==> src/rtl/grammer_pkg.sv <==
// Shared encodings for the array-stage output collector: display FSM states,
// disp_sel codes and the default data width.
package grammer_pkg;

  localparam int DEFAULT_DW = 32;

  typedef enum logic [1:0] {
    DISP_IDLE = 2'd0,
    DISP_SUM  = 2'd1,
    DISP_MAX  = 2'd2,
    DISP_MIN  = 2'd3
  } disp_state_e;

  localparam logic [1:0] DISP_SEL_NONE = 2'd0;
  localparam logic [1:0] DISP_SEL_SUM  = 2'd1;
  localparam logic [1:0] DISP_SEL_MAX  = 2'd2;
  localparam logic [1:0] DISP_SEL_MIN  = 2'd3;

  // Selector code shown on disp_sel while the FSM sits in a given state.
  function automatic logic [1:0] disp_sel_of(input disp_state_e s);
    logic [1:0] sel;
    sel = DISP_SEL_NONE;
    case (s)
      DISP_SUM: sel = DISP_SEL_SUM;
      DISP_MAX: sel = DISP_SEL_MAX;
      DISP_MIN: sel = DISP_SEL_MIN;
      default:  sel = DISP_SEL_NONE;
    endcase
    return sel;
  endfunction

endpackage

==> src/rtl/array_out_collector_if.sv <==
// Bus between the array stage / sink / display side and the collector.
// master = environment side, slave = collector.
interface array_out_collector_if
  import grammer_pkg::*;
#(
  parameter int DW  = DEFAULT_DW,
  parameter int WIN = 4
);
  localparam int SW = DW + $clog2(WIN);

  logic [DW-1:0] data_in;
  logic          in_valid;
  logic          sig_display;
  logic [DW-1:0] dout;
  logic          dout_valid;
  logic          dout_ready;
  logic          stat_valid;
  logic [SW-1:0] disp_data;
  logic [1:0]    disp_sel;
  logic [7:0]    ovf_cnt;

  modport master (
    output data_in, in_valid, sig_display, dout_ready,
    input  dout, dout_valid, stat_valid, disp_data, disp_sel, ovf_cnt
  );

  modport slave (
    input  data_in, in_valid, sig_display, dout_ready,
    output dout, dout_valid, stat_valid, disp_data, disp_sel, ovf_cnt
  );
endinterface

==> src/rtl/sync_fifo.sv <==
// Small synchronous FIFO, first-word-fall-through head. A push is refused when
// full unless a pop frees the slot in the same cycle; a pop on empty is ignored.
module sync_fifo
  import grammer_pkg::*;
#(
  parameter int DW    = DEFAULT_DW,
  parameter int DEPTH = 4
) (
  input  logic          i_clk,
  input  logic          i_reset,
  input  logic          i_push,
  input  logic          i_pop,
  input  logic [DW-1:0] i_data,
  output logic [DW-1:0] o_head,
  output logic          o_full,
  output logic          o_empty
);
  localparam int AW = $clog2(DEPTH);

  logic [DW-1:0] r_mem [DEPTH];
  logic [AW-1:0] r_wptr, r_rptr;
  logic [AW:0]   r_count;
  logic          w_do_push, w_do_pop;

  assign o_empty   = (r_count == '0);
  assign o_full    = (r_count == (AW+1)'(DEPTH));
  assign w_do_pop  = i_pop & ~o_empty;
  assign w_do_push = i_push & (~o_full | w_do_pop);
  // Head reads 0 while empty so dout is clean after reset.
  assign o_head    = o_empty ? '0 : r_mem[r_rptr];

  // Storage array; contents are only observed behind a valid pointer.
  always_ff @(posedge i_clk) begin
    if (w_do_push) r_mem[r_wptr] <= i_data;
  end

  // Pointers wrap naturally at DEPTH (power of 2); occupancy tracks push/pop.
  always_ff @(posedge i_clk) begin
    if (i_reset) begin
      r_wptr  <= '0;
      r_rptr  <= '0;
      r_count <= '0;
    end else begin
      if (w_do_push) r_wptr <= r_wptr + AW'(1);
      if (w_do_pop)  r_rptr <= r_rptr + AW'(1);
      case ({w_do_push, w_do_pop})
        2'b10:   r_count <= r_count + (AW+1)'(1);
        2'b01:   r_count <= r_count - (AW+1)'(1);
        default: r_count <= r_count;
      endcase
    end
  end

endmodule

==> src/rtl/array_out_collector.sv <==
// Collector for the array stage's output words: FIFO to a valid/ready sink,
// per-window sum/max/min statistics, drop counter, and a display sequencer
// that walks sum -> max -> min on a sig_display rising edge.
module array_out_collector
  import grammer_pkg::*;
#(
  parameter int DW    = DEFAULT_DW,
  parameter int DEPTH = 4,
  parameter int WIN   = 4
) (
  input  logic                 clk,
  input  logic                 reset,
  array_out_collector_if.slave io_bus
);
  localparam int SW = DW + $clog2(WIN);
  localparam int CW = $clog2(WIN);

  // FIFO handshake
  logic          w_full, w_empty, w_push, w_pop, w_drop;
  logic [DW-1:0] w_head;

  assign w_pop  = ~w_empty & io_bus.dout_ready;
  assign w_push = io_bus.in_valid & (~w_full | w_pop);
  assign w_drop = io_bus.in_valid & w_full & ~w_pop;

  sync_fifo #(.DW(DW), .DEPTH(DEPTH)) u_fifo (
    .i_clk   (clk),
    .i_reset (reset),
    .i_push  (w_push),
    .i_pop   (w_pop),
    .i_data  (io_bus.data_in),
    .o_head  (w_head),
    .o_full  (w_full),
    .o_empty (w_empty)
  );

  assign io_bus.dout       = w_head;
  assign io_bus.dout_valid = ~w_empty;

  // Drop counter saturates so a long stall never wraps back to a small value.
  logic [7:0] r_ovf_cnt;
  always_ff @(posedge clk) begin
    if (reset)                         r_ovf_cnt <= '0;
    else if (w_drop && r_ovf_cnt != 8'hFF) r_ovf_cnt <= r_ovf_cnt + 8'd1;
  end

  // Window statistics: every offered sample counts, dropped or not.
  logic [SW-1:0] r_acc_sum, r_stat_sum, w_sum_nxt;
  logic [DW-1:0] r_acc_max, r_acc_min, r_stat_max, r_stat_min;
  logic [DW-1:0] w_max_nxt, w_min_nxt;
  logic [CW-1:0] r_win_cnt;
  logic          r_stat_valid, w_win_last;

  assign w_sum_nxt  = r_acc_sum + SW'(io_bus.data_in);
  assign w_max_nxt  = (io_bus.data_in > r_acc_max) ? io_bus.data_in : r_acc_max;
  assign w_min_nxt  = (io_bus.data_in < r_acc_min) ? io_bus.data_in : r_acc_min;
  assign w_win_last = (r_win_cnt == CW'(WIN-1));

  // Accumulate; on the last sample of a window latch the totals and restart.
  always_ff @(posedge clk) begin
    if (reset) begin
      r_acc_sum    <= '0;
      r_acc_max    <= '0;
      r_acc_min    <= '1;
      r_win_cnt    <= '0;
      r_stat_sum   <= '0;
      r_stat_max   <= '0;
      r_stat_min   <= '0;
      r_stat_valid <= 1'b0;
    end else begin
      r_stat_valid <= 1'b0;
      if (io_bus.in_valid) begin
        if (w_win_last) begin
          r_stat_sum   <= w_sum_nxt;
          r_stat_max   <= w_max_nxt;
          r_stat_min   <= w_min_nxt;
          r_stat_valid <= 1'b1;
          r_acc_sum    <= '0;
          r_acc_max    <= '0;
          r_acc_min    <= '1;
          r_win_cnt    <= '0;
        end else begin
          r_acc_sum <= w_sum_nxt;
          r_acc_max <= w_max_nxt;
          r_acc_min <= w_min_nxt;
          r_win_cnt <= r_win_cnt + CW'(1);
        end
      end
    end
  end

  // Display sequencer
  disp_state_e   r_state, w_state_nxt;
  logic          r_disp_prev, w_rise;
  logic [DW-1:0] r_snap_max, r_snap_min;
  logic [SW-1:0] r_disp_data;
  logic [1:0]    r_disp_sel;

  assign w_rise = io_bus.sig_display & ~r_disp_prev;

  // State register plus the edge-detect history of sig_display.
  always_ff @(posedge clk) begin
    if (reset) begin
      r_state     <= DISP_IDLE;
      r_disp_prev <= 1'b0;
    end else begin
      r_state     <= w_state_nxt;
      r_disp_prev <= io_bus.sig_display;
    end
  end

  // Next state: only IDLE listens to the edge; the walk itself is unconditional.
  always_comb begin
    w_state_nxt = r_state;
    case (r_state)
      DISP_IDLE: if (w_rise) w_state_nxt = DISP_SUM;
      DISP_SUM:  w_state_nxt = DISP_MAX;
      DISP_MAX:  w_state_nxt = DISP_MIN;
      DISP_MIN:  w_state_nxt = DISP_IDLE;
      default:   w_state_nxt = DISP_IDLE;
    endcase
  end

  // Registered display outputs driven from the upcoming state. Max/min are
  // snapshotted on entry to SUM so a window closing mid-walk cannot mix sets.
  always_ff @(posedge clk) begin
    if (reset) begin
      r_disp_sel  <= DISP_SEL_NONE;
      r_disp_data <= '0;
      r_snap_max  <= '0;
      r_snap_min  <= '0;
    end else begin
      r_disp_sel <= disp_sel_of(w_state_nxt);
      case (w_state_nxt)
        DISP_SUM: begin
          r_disp_data <= r_stat_sum;
          r_snap_max  <= r_stat_max;
          r_snap_min  <= r_stat_min;
        end
        DISP_MAX: r_disp_data <= SW'(r_snap_max);
        DISP_MIN: r_disp_data <= SW'(r_snap_min);
        default:  r_disp_data <= '0;
      endcase
    end
  end

  assign io_bus.stat_valid = r_stat_valid;
  assign io_bus.disp_data  = r_disp_data;
  assign io_bus.disp_sel   = r_disp_sel;
  assign io_bus.ovf_cnt    = r_ovf_cnt;

endmodule

==> src/flat_wrapper.sv <==
// flat-port wrapper written by rule: the top's interface ports become plain ports
module array_out_collector_flat import grammer_pkg::*;
#(
  parameter int DW    = DEFAULT_DW,
  parameter int DEPTH = 4,
  parameter int WIN   = 4
)
  (clk, reset, io_bus_data_in, io_bus_in_valid, io_bus_sig_display, io_bus_dout_ready, io_bus_dout, io_bus_dout_valid, io_bus_stat_valid, io_bus_disp_data, io_bus_disp_sel, io_bus_ovf_cnt);
  array_out_collector_if #(.DW(DW), .WIN(WIN)) io_bus_i ();
  input  logic clk;
  input  logic reset;
  input wire logic [$bits(io_bus_i.data_in)-1:0] io_bus_data_in;
  input wire logic [$bits(io_bus_i.in_valid)-1:0] io_bus_in_valid;
  input wire logic [$bits(io_bus_i.sig_display)-1:0] io_bus_sig_display;
  input wire logic [$bits(io_bus_i.dout_ready)-1:0] io_bus_dout_ready;
  output wire logic [$bits(io_bus_i.dout)-1:0] io_bus_dout;
  output wire logic [$bits(io_bus_i.dout_valid)-1:0] io_bus_dout_valid;
  output wire logic [$bits(io_bus_i.stat_valid)-1:0] io_bus_stat_valid;
  output wire logic [$bits(io_bus_i.disp_data)-1:0] io_bus_disp_data;
  output wire logic [$bits(io_bus_i.disp_sel)-1:0] io_bus_disp_sel;
  output wire logic [$bits(io_bus_i.ovf_cnt)-1:0] io_bus_ovf_cnt;
  assign io_bus_i.data_in = io_bus_data_in;
  assign io_bus_i.in_valid = io_bus_in_valid;
  assign io_bus_i.sig_display = io_bus_sig_display;
  assign io_bus_i.dout_ready = io_bus_dout_ready;
  assign io_bus_dout = io_bus_i.dout;
  assign io_bus_dout_valid = io_bus_i.dout_valid;
  assign io_bus_stat_valid = io_bus_i.stat_valid;
  assign io_bus_disp_data = io_bus_i.disp_data;
  assign io_bus_disp_sel = io_bus_i.disp_sel;
  assign io_bus_ovf_cnt = io_bus_i.ovf_cnt;
  array_out_collector #(.DW(DW), .DEPTH(DEPTH), .WIN(WIN)) u_core (.clk(clk), .reset(reset), .io_bus(io_bus_i));
endmodule
==> config.mk <==
export PLATFORM = sky130hd
export DESIGN_NAME = array_out_collector_flat
export DESIGN_NICKNAME = d
export VERILOG_FILES = /design/src/rtl/grammer_pkg.sv /design/src/rtl/array_out_collector_if.sv /design/src/rtl/sync_fifo.sv /design/src/rtl/array_out_collector.sv /design/src/flat_wrapper.sv
export SDC_FILE = /design/constraint.sdc
export NUM_CORES = 1
export LEC_CHECK = 0
export CAP_MARGIN = 15
export CORE_MARGIN = 2
export CORE_UTILIZATION = 30
export CTS_BUF_LIST = sky130_fd_sc_hd__clkbuf_8 sky130_fd_sc_hd__clkbuf_16
export CTS_CLUSTER_DIAMETER = 80
export DETAILED_ROUTE_END_ITERATION = 8
export SETUP_SLACK_MARGIN = 0.4
export SLEW_MARGIN = 10
export SYNTH_ARGS = -nofsm -noshare
export SYNTH_HDL_FRONTEND = slang
export SYNTH_SLANG_ARGS = --single-unit
==> constraint.sdc <==
create_clock -name clk -period 4.3 [get_ports clk]
set_clock_uncertainty 0.1 [all_clocks]
set_input_delay 1.29 -clock clk [delete_from_list [all_inputs] [get_ports clk]]
set_output_delay 1.29 -clock clk [all_outputs]
set_load 0.02 [all_outputs]
# Word-level counts from Yosys, hierarchy flattened
# Memory sizes are Yosys's and may differ from the RTL's. A register that Yosys moved wholly into a read port is not among the register bits.
# Cells that the tools add are included.
# word_totals
ramBits	128
rom_bits	0
latchBits	0
inputBits	37
regBits	317
mem_count	1
# op_classes
n_shift	0
muxes	17
bitwise_logic	14
n_eq_ne	11
n_lt_le_gt_ge	2
div_mod_pow	0
reduce_logical	6
n_addsub	7
mul	0
# memory_table
memory	words	word_bits	rd	rd_clocked_by_memory_dff	write_ports	line_no	source
u_core.u_fifo.r_mem	4	32	1	1	1	sync_fifo.sv:20	logic [DW-1:0] r_mem [DEPTH];
# ops
cell	count
$mux W32	5
$pmux W34 S3	1
$add A34 B32 Y34	1
$mux W34	1
$gt A32 B32 Y1	1
$lt A32 B32 Y1	1
$eq A2 B2 Y1 const B	6
$add A8 B1 Y8 const B	1
$mux W2	4
$ne A8 B8 Y1 const B	1
$pmux W2 S4	1
$and A1 B1 Y1	7
$add A2 B1 Y2 const B	3
$eq A2 B1 Y1 const B	3
$pmux W2 S3	1
$pmux W3 S2	1
$not A1 Y1	5
$add A3 B1 Y3 const B	1
$eq A3 B3 Y1 const B	1
$logic_not A3 Y1	1
$mux W1	3
$sub A3 B1 Y3 const B	1
$logic_not A2 Y1	1
$or A1 B1 Y1	2
other kinds (4)	4

# Logic depth before layout (Yosys ltp)
# depth
ltp_word	8
depth_mapped	12

# Cells and area by module
# A second synthesis with hierarchy kept.
# hier_totals
cells_unflattened	1922
area_unflattened_um2	19700.1
# modules_own_cells
mod	area_each_um2	n_inst	cells_each
array_out_collector	14279.9	1	1652
sync_fifo	5420.2	1	270

# Worst setup path after synthesis
# Ideal clock, no wire load.
# synth_timing
path_kind	input-to-reg
start	in io_bus_data_in[25]
end	reg u_core.r_stat_min[26]
n_path_buf	1
path_slack_ps	474
t_arrival_ps	3598
setup_time_ps	128
stages	9
t_required_ps	4072
cell_sequence	ha_1 -> nand4_1 -> or3_1 -> or3_1 -> or3_4 -> o211ai_4 -> buf_8 -> mux2i_1 -> o21ai_1
# synth_via
elab_chain_len	2
# synth_rtl
element	line_no	source
start: declaration	flat_wrapper.sv:12	input wire logic [$bits(io_bus_i.data_in)-1:0] io_bus_data_in;
$lt A32 B32 Y1	array_out_collector.sv:56	assign w_min_nxt = (io_bus.data_in < r_acc_min) ? io_bus.data_in : r_acc_min;
$mux W32	array_out_collector.sv:56	
end signal: assignment	array_out_collector.sv:76	r_stat_min <= w_min_nxt;
end: declaration	array_out_collector.sv:49	logic [DW-1:0] r_acc_max, r_acc_min, r_stat_max, r_stat_min;
# Every way passes these cells.
# A chain may end at the register's enable or synchronous reset.

# Final worst setup path
# layout_timing
start	in io_bus_data_in[24]
end	reg u_core.r_stat_min[10]
# Same word-level chain as after synthesis.

==> summary.txt <==
Die
  • Die width: 260 um
  • Chip Height: about 260 um
  • IO Pins: 115
  • Core Area: 0.0647 mm2
  • # rows: 93
  • Initial Utilization: 30.4%
  • Die area: ~0.068 mm2

Clock network
  • CTS max path bufs: 3
  • Hold-fix buffers, CTS: 0
  • Root Driver: clkbuf_16
  • TritonCTS Buffers: 48
  • Worst-path clk slew: 0.06 ns
  • CTS Sinks: about 450
  • CTS tree: done
  • Clk_lat worst skew: 0.60 ns
  • CTS H-tree depth: 2

Drt
  • Routed Antenna Nets: 0
  • Drt total wl: about 59,000 um
  • Via density: 5.08
  • Routed length per instance: 19.6 um
  • Vias: around 15,000
  • Initial DRC count: 1,269
  • Drt drc: 0
  • Pre-Repair DR Iteration Count: 9

Placement
  • Dpl cell area: about 0.023 mm2
  • Pre-CTS WS: -0.492 ns
  • Placed cells: 2,905
  • DPL Wire Length: 40,200 um
  • Placer Congestion: 0.903
  • I/O Buffers: ~110

Logic synthesis
  • Syn nets: around 2,000
  • Post-synth top area share: between 30 and 40%
  • Most common library cells after synthesis: 318 x dfxtp_1, 279 x nand2_1, 128 x edfxtp_1
  • Synthesis Warnings: 0
  • Seq/Total Area, Yosys: 51.9%
  • Syn Std Cell Area: 0.0197 mm2
  • Netlist cell types: 73
  • Area contributors post-synth: dfxtp_1 32%, edfxtp_1 20%, ha_1 6.7%
  • Largest area contributor in the netlist: dfxtp_1
  • Post-synth EDFFs: 128
  • Ys async rst share: 0%
  • Mapped Cells: 1,873
  • Count leader, synth: dfxtp_1
  • Ys flop type: dfxtp_1
  • Yosys reg bits: 446
  • Post-Syn Area per Cell: 10.5 um2

Final layout
  • Layout fillers: 6,315
  • Area growth, synth to finish: 27.2%
  • ANT cells: 0
  • Number of nets in the layout: 2,259
  • Finished Layout Cells: 3,010
  • Finished Cell Area: roughly 0.025 mm2
  • Share of cells above drive strength 1: 16.0%

Timing
  • Smallest hold slack: 0.348 ns
  • Slew Viols, Final: 0
  • Max_slew headroom: a little over a third
  • RSZ-0062 raised after global routing: true
  • Minimum clock period: about 3.9 ns
  • Setup ws final: around 0.44 ns
  • Fin crit share: between 80% and 90%
  • Hold Fails Final Rpt: 0
  • Fmax: 0.259 GHz
  • # setup viols final: 0
  • Worst-Margin Slew: 0.956 ns

Critical path
  • Worst Setup Path Type: in -> reg
  • Crit path DAT: 4.23 ns
  • Req. time, crit path: approximately 4.7 ns
  • CP startpoint kind: input pin
  • Crit-path max FO: 6
  • Kind of end point of the critical path: flop

GRT
  • Total gr overflow: 0
  • Largest net degree at the start of global routing: 83
  • GRT Util Overall: 17.0%
  • Initial antenna violation count: 1
  • Vias in the first global route: roughly 15,000
  • Global-route wire length before repair: 88,900 um

Power and ir drop
  • Pwr/cell area: 519 mW/mm2
  • Peak VDD IR: 0.387 mV
  • Pleak: 9.94 nW

Run status
  • Status: completed

Job
  • Max-Cap Viols: 0

Min path
  • Hold Path Class: reg -> reg
==> state kept, by name, summed over array words and instances (netlist names), 3 cells and up, named ones only <==
register	cells
u_core.r_stat_min	32
u_core.r_snap_max	32
u_core.r_stat_sum	34
u_core.u_fifo.r_count	3
u_core.r_stat_max	32
u_core.u_fifo.r_mem	128
u_core.r_acc_sum	34
u_core.io_bus.ovf_cnt	8
u_core.io_bus.disp_data	34
u_core.r_acc_min	32
u_core.r_acc_max	32
u_core.r_snap_min	32
==> layer usage <==
metal,GRT usage (%),vias up,wire length [um]
met3,3.35,95,3910
met4,4.73,2,1420
li1,-,7270,-
met2,27.0,416,26500
met1,23.4,7507,27100
met5,0,-,13
==> final timing paths <==
path	from	endpoint	slack, ns	cells after the start
worst min-delay path	u_core.r_stat_min[14]	u_core.r_snap_min[14]	0.35	2
worst max register to register	u_core.r_acc_min[27]	u_core.r_stat_min[10]	0.86	11
worst max-delay path	io_bus_data_in[24]	u_core.r_stat_min[10]	0.44	11
worst min register to register	u_core.r_stat_min[14]	u_core.r_snap_min[14]	0.35	2
==> worst max-delay path, cell delays in order <==
cell	delay [ns]
clkdlybuf4s15_1	0.20
ha_1	0.30
nand4_1	0.22
or3_4	0.45
or3_4	0.39
or3_4	0.42
o211ai_4	0.27
buf_6	0.16
bufbuf_16	0.27
mux2i_1	0.19
o21ai_1	0.07
==> cell usage in the layout, fill, tap and decap left out, types with 7 or more instances in the layout <==
master           count
bufinv_16            7
dlymetal6s2s_1      11
nand2_1            278
mux4_2              32
a22oi_1             14
a32o_1              33
o211ai_1             8
edfxtp_1           128
nor2_1              98
nor3_1              13
a21o_1              36
a21oi_1            117
o21ai_1             32
and2_1              39
buf_12              18
clkbuf_16           53
ha_1               102
clkdlybuf4s50_1     87
o21a_1              11
nand3_1             13
dlygate4sd2_1       11
xnor2_1             15
buf_4              164
clkbuf_8             7
inv_1              102
mux2i_1             92
o21ai_0             69
a22o_1              16
a222oi_1            32
xor2_1              20
dfxtp_1            317
nand4_1             23
==> logic make-up after synthesis <==
group | share of synthesized area, %
and+or+nand+nor | 11.6
DFF | 51.9
AOI/OAI and AO/OA | 15.4
buffers and inverters | 4.27
muxes | 8.44
adders and majority gates | 6.88
xor gates and xnor gates | 1.56
==> cell type report <==
class                           instances  area, um2  area share [%]
Clock buffer                           57       1350            5.38
Clock inverter                         33        377            1.50
Inverter                               92        345            1.38
Multi-Input combinational cell       1223       8790            35.1
Sequential cell                       446      10200            40.8
Tap cell                              855       1070            4.27
Timing Repair Buffer                  304       2910            11.6
==> power breakdown <==
part / internal (mW) / switching [mW]
registers: 4.57 / 0.129
logic: 1.55 / 2.27
clock network: 2.67 / 1.80
==> metrics by stage <==
stage	power [mW]	TNS [ns]	utilization, %
after floorplan	6.93	0	-
final	13.0	0	38.7
after global placement	8.52	-48.52	35.5
after detailed placement	8.57	-50.93	35.5
after global routing	13.6	0	38.7
after CTS	13.1	0	38.4
==> timing repair <==
item	in CTS	in global routing
gates resized for setup	29	31
pin swaps	7	11
cloned	2	3
endpoints found under the setup margin	159	86
setup buffers	6	4
No activity file was read; power rests on OpenSTA's default activity.
